<file path="src/rtl/uart_pkg.sv">
// Shared types and constants for the follower-link UART receiver.
// Imported by the sampler and the receiver top.
package uart_pkg;

    typedef enum logic [2:0] {
        IDLE,
        START,
        DATA,
        PAR,
        STOP
    } state_t;

    localparam int PARITY_NONE = 0;
    localparam int PARITY_ODD  = 1;
    localparam int PARITY_EVEN = 2;

    function automatic int cnt_w(input int n);
        return (n > 1) ? $clog2(n) : 1;
    endfunction

endpackage

</file>
<file path="src/rtl/uart_rx_sampler.sv">
// RX line conditioning: synchroniser, start-edge detect and
// three-sample majority vote around the bit centre.
module uart_rx_sampler
    import uart_pkg::*;
#(
    parameter int CLK_DIV = 2604,
    localparam int CW = cnt_w(CLK_DIV)
) (
    input  logic          clk,
    input  logic          rst,
    input  logic          RX,
    input  logic [CW-1:0] cnt,
    output logic          rxs,
    output logic          fall,
    output logic          bit_val,
    output logic          bit_valid
);

    localparam int HALF = CLK_DIV / 2;
    localparam logic [CW-1:0] SMP_A = CW'(HALF - 1);
    localparam logic [CW-1:0] SMP_B = CW'(HALF);
    localparam logic [CW-1:0] SMP_C = CW'(HALF + 1);

    logic       s1;
    logic       s2;
    logic       rxs_d;
    logic [1:0] fill;
    logic       smp_a;
    logic       smp_b;

    assign rxs = s2;

    // synchroniser and edge history; fill counts edges until history holds real line data
    always_ff @(posedge clk) begin
        if (rst) begin
            s1    <= 1'b1;
            s2    <= 1'b1;
            rxs_d <= 1'b1;
            fill  <= 2'd0;
        end else begin
            s1    <= RX;
            s2    <= s1;
            rxs_d <= s2;
            if (fill != 2'd3)
                fill <= fill + 2'd1;
        end
    end

    // capture the first two of the three centre samples
    always_ff @(posedge clk) begin
        if (rst) begin
            smp_a <= 1'b1;
            smp_b <= 1'b1;
        end else begin
            if (cnt == SMP_A)
                smp_a <= s2;
            if (cnt == SMP_B)
                smp_b <= s2;
        end
    end

    // edge detect and majority decision on the third sample
    always_comb begin
        fall      = (fill == 2'd3) && rxs_d && !s2;
        bit_valid = (cnt == SMP_C);
        bit_val   = (smp_a & smp_b) | (smp_a & s2) | (smp_b & s2);
    end

endmodule

</file>
<file path="src/rtl/uart_rcv_cfg.sv">
// Configurable UART receiver: frame FSM, shift register, parity,
// error flags and the rx_rdy / clr_rx_rdy consumer handshake.
module uart_rcv_cfg
    import uart_pkg::*;
#(
    parameter int CLK_DIV   = 2604,
    parameter int DATA_BITS = 8,
    parameter int PARITY    = 0,
    parameter int STOP_BITS = 1
) (
    input  logic                 clk,
    input  logic                 rst,
    input  logic                 RX,
    input  logic                 clr_rx_rdy,
    output logic                 rx_rdy,
    output logic [DATA_BITS-1:0] rx_data,
    output logic                 parity_err,
    output logic                 frame_err,
    output logic                 overrun
);

    localparam int CW = cnt_w(CLK_DIV);
    localparam int IW = cnt_w(DATA_BITS + 1);
    localparam logic [CW-1:0] CNT_MAX  = CW'(CLK_DIV - 1);
    localparam logic [IW-1:0] IDX_DATA = IW'(DATA_BITS);
    localparam logic [IW-1:0] IDX_STOP = IW'(STOP_BITS - 1);

    state_t               state, state_n;
    logic [CW-1:0]        cnt, cnt_n;
    logic [IW-1:0]        idx, idx_n;
    logic [DATA_BITS-1:0] sh, sh_n;
    logic                 par_bit, par_n;
    logic                 ferr_p, ferr_n;
    logic                 done;
    logic                 wrap;
    logic                 par_x;
    logic                 perr_c;
    logic                 rxs;
    logic                 fall;
    logic                 bit_val;
    logic                 bit_valid;

    uart_rx_sampler #(
        .CLK_DIV(CLK_DIV)
    ) u_smp (
        .clk      (clk),
        .rst      (rst),
        .RX       (RX),
        .cnt      (cnt),
        .rxs      (rxs),
        .fall     (fall),
        .bit_val  (bit_val),
        .bit_valid(bit_valid)
    );

    assign wrap = (cnt == CNT_MAX);

    // state register
    always_ff @(posedge clk) begin
        if (rst)
            state <= IDLE;
        else
            state <= state_n;
    end

    // next state, bit timing and data capture
    always_comb begin
        state_n = state;
        cnt_n   = wrap ? '0 : cnt + 1'b1;
        idx_n   = idx;
        sh_n    = sh;
        par_n   = par_bit;
        ferr_n  = ferr_p;
        done    = 1'b0;
        unique case (state)
            IDLE: begin
                cnt_n = '0;
                if (fall && !rxs) begin
                    state_n = START;
                    ferr_n  = 1'b0;
                end
            end
            START: begin
                if (bit_valid && bit_val) begin
                    state_n = IDLE;
                    cnt_n   = '0;
                end else if (wrap) begin
                    state_n = DATA;
                    idx_n   = '0;
                end
            end
            DATA: begin
                if (bit_valid) begin
                    sh_n  = {bit_val, sh[DATA_BITS-1:1]};
                    idx_n = idx + 1'b1;
                end
                if (wrap && idx == IDX_DATA) begin
                    state_n = (PARITY != PARITY_NONE) ? PAR : STOP;
                    idx_n   = '0;
                end
            end
            PAR: begin
                if (bit_valid)
                    par_n = bit_val;
                if (wrap) begin
                    state_n = STOP;
                    idx_n   = '0;
                end
            end
            STOP: begin
                if (bit_valid) begin
                    if (!bit_val)
                        ferr_n = 1'b1;
                    if (idx == IDX_STOP) begin
                        done    = 1'b1;
                        state_n = IDLE;
                        cnt_n   = '0;
                    end else begin
                        idx_n = idx + 1'b1;
                    end
                end
            end
            default: state_n = IDLE;
        endcase
    end

    // parity check over data plus received parity bit
    always_comb begin
        par_x  = ^sh ^ par_bit;
        perr_c = 1'b0;
        if (PARITY == PARITY_ODD)
            perr_c = ~par_x;
        else if (PARITY == PARITY_EVEN)
            perr_c = par_x;
    end

    // datapath registers
    always_ff @(posedge clk) begin
        if (rst) begin
            cnt     <= '0;
            idx     <= '0;
            sh      <= '0;
            par_bit <= 1'b0;
            ferr_p  <= 1'b0;
        end else begin
            cnt     <= cnt_n;
            idx     <= idx_n;
            sh      <= sh_n;
            par_bit <= par_n;
            ferr_p  <= ferr_n;
        end
    end

    // frame delivery and handshake; completion beats a same-cycle clear
    always_ff @(posedge clk) begin
        if (rst) begin
            rx_rdy     <= 1'b0;
            rx_data    <= '0;
            parity_err <= 1'b0;
            frame_err  <= 1'b0;
            overrun    <= 1'b0;
        end else if (done) begin
            rx_rdy     <= 1'b1;
            rx_data    <= sh;
            parity_err <= perr_c;
            frame_err  <= ferr_n;
            overrun    <= !clr_rx_rdy && (overrun || rx_rdy);
        end else if (clr_rx_rdy) begin
            rx_rdy  <= 1'b0;
            overrun <= 1'b0;
        end
    end

endmodule

</file>
<file path="config.mk">
export PLATFORM = sky130hd
export DESIGN_NAME = uart_rcv_cfg
export DESIGN_NICKNAME = d
export VERILOG_FILES = /design/src/rtl/uart_pkg.sv /design/src/rtl/uart_rx_sampler.sv /design/src/rtl/uart_rcv_cfg.sv
export SDC_FILE = /design/constraint.sdc
export NUM_CORES = 1
export LEC_CHECK = 0
export CAP_MARGIN = 25
export CORE_MARGIN = 2
export CORE_UTILIZATION = 43
export CTS_CLUSTER_DIAMETER = 120
export DETAILED_ROUTE_END_ITERATION = 16
export PLACE_DENSITY = 0.64
export RECOVER_POWER = 25
export SETUP_SLACK_MARGIN = 0.2
export SYNTH_ARGS = -nofsm -noshare
export SYNTH_HDL_FRONTEND = slang
export SYNTH_SLANG_ARGS = --single-unit
</file>
<file path="constraint.sdc">
create_clock -name clk -period 2.76 [get_ports clk]
set_input_delay 0.552 -clock clk [delete_from_list [all_inputs] [get_ports clk]]
set_output_delay 0.552 -clock clk [all_outputs]
set_load 0.02 [all_outputs]
</file>
==> metrics <==
remaining antenna violation count=0; Max-cap violations=0; core area=4720 um^2; routed vias=1540; drc violations=0; drt pass-1 iters=4; fmax=0.405 GHz; worst r2r src=cnt[0]; ordered cell list for the critical path=ha_1 -> or4bb_2 -> nor4_1 -> o31ai_1 -> or3b_2 -> a31oi_1; DR iter-0 viols=66; Starting Density=0.445; endpoints failing hold=0; Buf/Inv on CP=0; Rows=25; hpwl dp=2700 um; critical path required time=2890 ps; crit path capture type=flop; Setup Viol. Count Final=0; Setup CP Type=flop to flop; IO buf count=14; CP Max Fanout=8; Remaining Overflow, GRT=0; top-count cell post-synth=dfxtp_1; post-route insts no fill=305; PwrDens=499 nW/um^2; critical path's slowest cell=or4bb_2; first-pass GRT wire length=6240 um; chip height=73.9 um; post-CTS setup repair buffer count=0; unrepaired setup endpoints after global routing=no; Lkg Pwr=0.802 nW; placed instance count=297; Area contributors post-synth=dfxtp_1, mux2i_1, nor2_1, ha_1, xor2_1; Clock Path Buffers=2; clk root buf=clkbuf_8; largest net degree at the start of global routing=32; reg2reg path depth=6; Synth warnings=0; Worst Hold Class=flop to flop; WHS Path Cells=1; delay-heaviest family, CP=simple AND/OR/NAND/NOR gates; share of cells above drive strength 1=0.113; Hold Crit Start=u_smp.s1; Synthesized Nets=230; Total Routing Usage GR=0.147; worst-skew pair later-pin latency=300 ps; setup slack, reg-to-reg=290 ps; Post-Route WL=3750 um; I/O pins=16; Final #Nets=247; worst r2r dst=idx[2]; cell taking the most area after synthesis=dfxtp_1; top cell type's share of synthesized area=0.438; setup_tns=0 ps; CTS Hold Bufs=0; flops & latches, synth=46; Synth top cells by count=dfxtp_1, nor2_1, mux2i_1; Routed wire per std cell=12.3 um; Reg clk slew, reported paths=80 ps; Worst Tran Pin Value=1290 ps; full die area=5470 um^2; final core occ=0.512; n_diodes=0; synth unique cells=49; period utilization=0.895; Worst Path Arrival=2600 ps; Mapped Cells=220; syn avg cell area=9.56 um^2; Post-synth EDFFs=0; die width=73.9 um; Critical Path Start Type=flop; VDD IR-drop max=0.223 mV; top_reg_cell synth=dfxtp_1; CTS tree=yes; register area share after synthesis=0.438; clock sinks=46; GPL Wtd Cong=0.746; CTS resizes=0; Async SR Flop Fraction=0; antenna violations before repair=0; Layout area overhead=14.9%; Min-Delay Endpoint=u_smp.rxs; number of H-tree levels=2; slew margin rel.=0.140; Slew Viols, Final=0; min cycle time layout=2470 ps; vias in the first global route=1383; skew final=7.73 ps; Post-Syn Area=2100 um^2; max incr delay on CP=670 ps; TritonCTS Buffers=5; status=complete, no violations; via/cell ratio=5.05
## per-stage QoR
stage | setup slack (ps) | power [mW] | hold WS, ps | area [um^2]
floorplan | 486 | 0.722 | 389 | 2100
global placement | 448 | 0.732 | 394 | 2310
detailed placement | 392 | 0.732 | 398 | 2310
CTS | 379 | 1.22 | 419 | 2420
global route | 147 | 1.26 | 437 | 2420
finish | 290 | 1.21 | 413 | 2420
## cell families after synthesis
logic type                 count (synthesis)  share of synthesized area
AOI/OAI and AO/OA                         25                     0.0845
xor gates and xnor gates                  12                     0.0500
adders and majority gates                  7                     0.0405
buffers and inverters                     16                     0.0369
DFF                                       46                      0.438
muxes                                     18                     0.0863
other                                      1                    0.00178
and+or+nand+nor                           95                      0.262
## power by group
group          switching (mW)  internal (mW)  total (mW)
sequential            0.00590          0.672       0.678
combinational          0.0207         0.0160      0.0366
clock                   0.221          0.270       0.492
## state kept, by name, indices dropped and copies added, names as in the netlist
register     cells
u_smp.rxs        1
cnt             12
ferr_p           1
state            3
rx_rdy           1
overrun          1
frame_err        1
u_smp.smp_b      1
u_smp.smp_a      1
sh               8
idx              4
rx_data          8
u_smp.rxs_d      1
u_smp.fill       2
u_smp.s1         1
## worst max path at each step
stage	startpoint	end	slack (ps)	depth (start not counted)
floorplan	cnt[0]	state[1]	490	6
global placement	cnt[0]	idx[3]	450	6
detailed placement	cnt[0]	idx[2]	390	6
CTS	cnt[0]	idx[2]	380	6
global route	cnt[0]	idx[3]	150	6
finish	cnt[0]	idx[2]	290	6
## layout by cell type, fill, tap and decap left out, types with 2 or more instances in the layout
cell             instances
xnor2_1                  4
nand2b_1                 3
or3b_2                   3
nand3_1                 11
nor2_1                  33
xor2_1                   8
or2_2                    3
a31oi_1                  5
nand2_1                 12
dlygate4sd3_1           10
nand4_1                  3
buf_4                    3
ha_1                     6
a311o_1                  3
inv_1                    8
clkbuf_1                 2
clkbuf_8                 5
a21oi_1                  7
mux2i_1                 17
dfxtp_1                 46
clkdlybuf4s50_1          4
a21boi_0                 2
nor3_1                  11
## cell type report
class | count | area (um^2)
fillers | 455 | 2310
multi-input cells | 158 | 1100
flip-flops and latches | 46 | 921
repair buffers | 18 | 166
well taps | 67 | 83.8
clock buffers | 6 | 72.6
clock inverters | 2 | 37.5
inverters | 8 | 30.0
## per-layer routing
metal / vias to the layer above / track usage / routed length, um
met2: 18 / 0.225 / 1650
met5: - / 0 / 0
li1: 801 / - / -
met4: 0 / 0.0606 / 68
met1: 714 / 0.200 / 1920
met3: 7 / 0.0366 / 105
No activity file was read; power rests on OpenSTA's default activity.
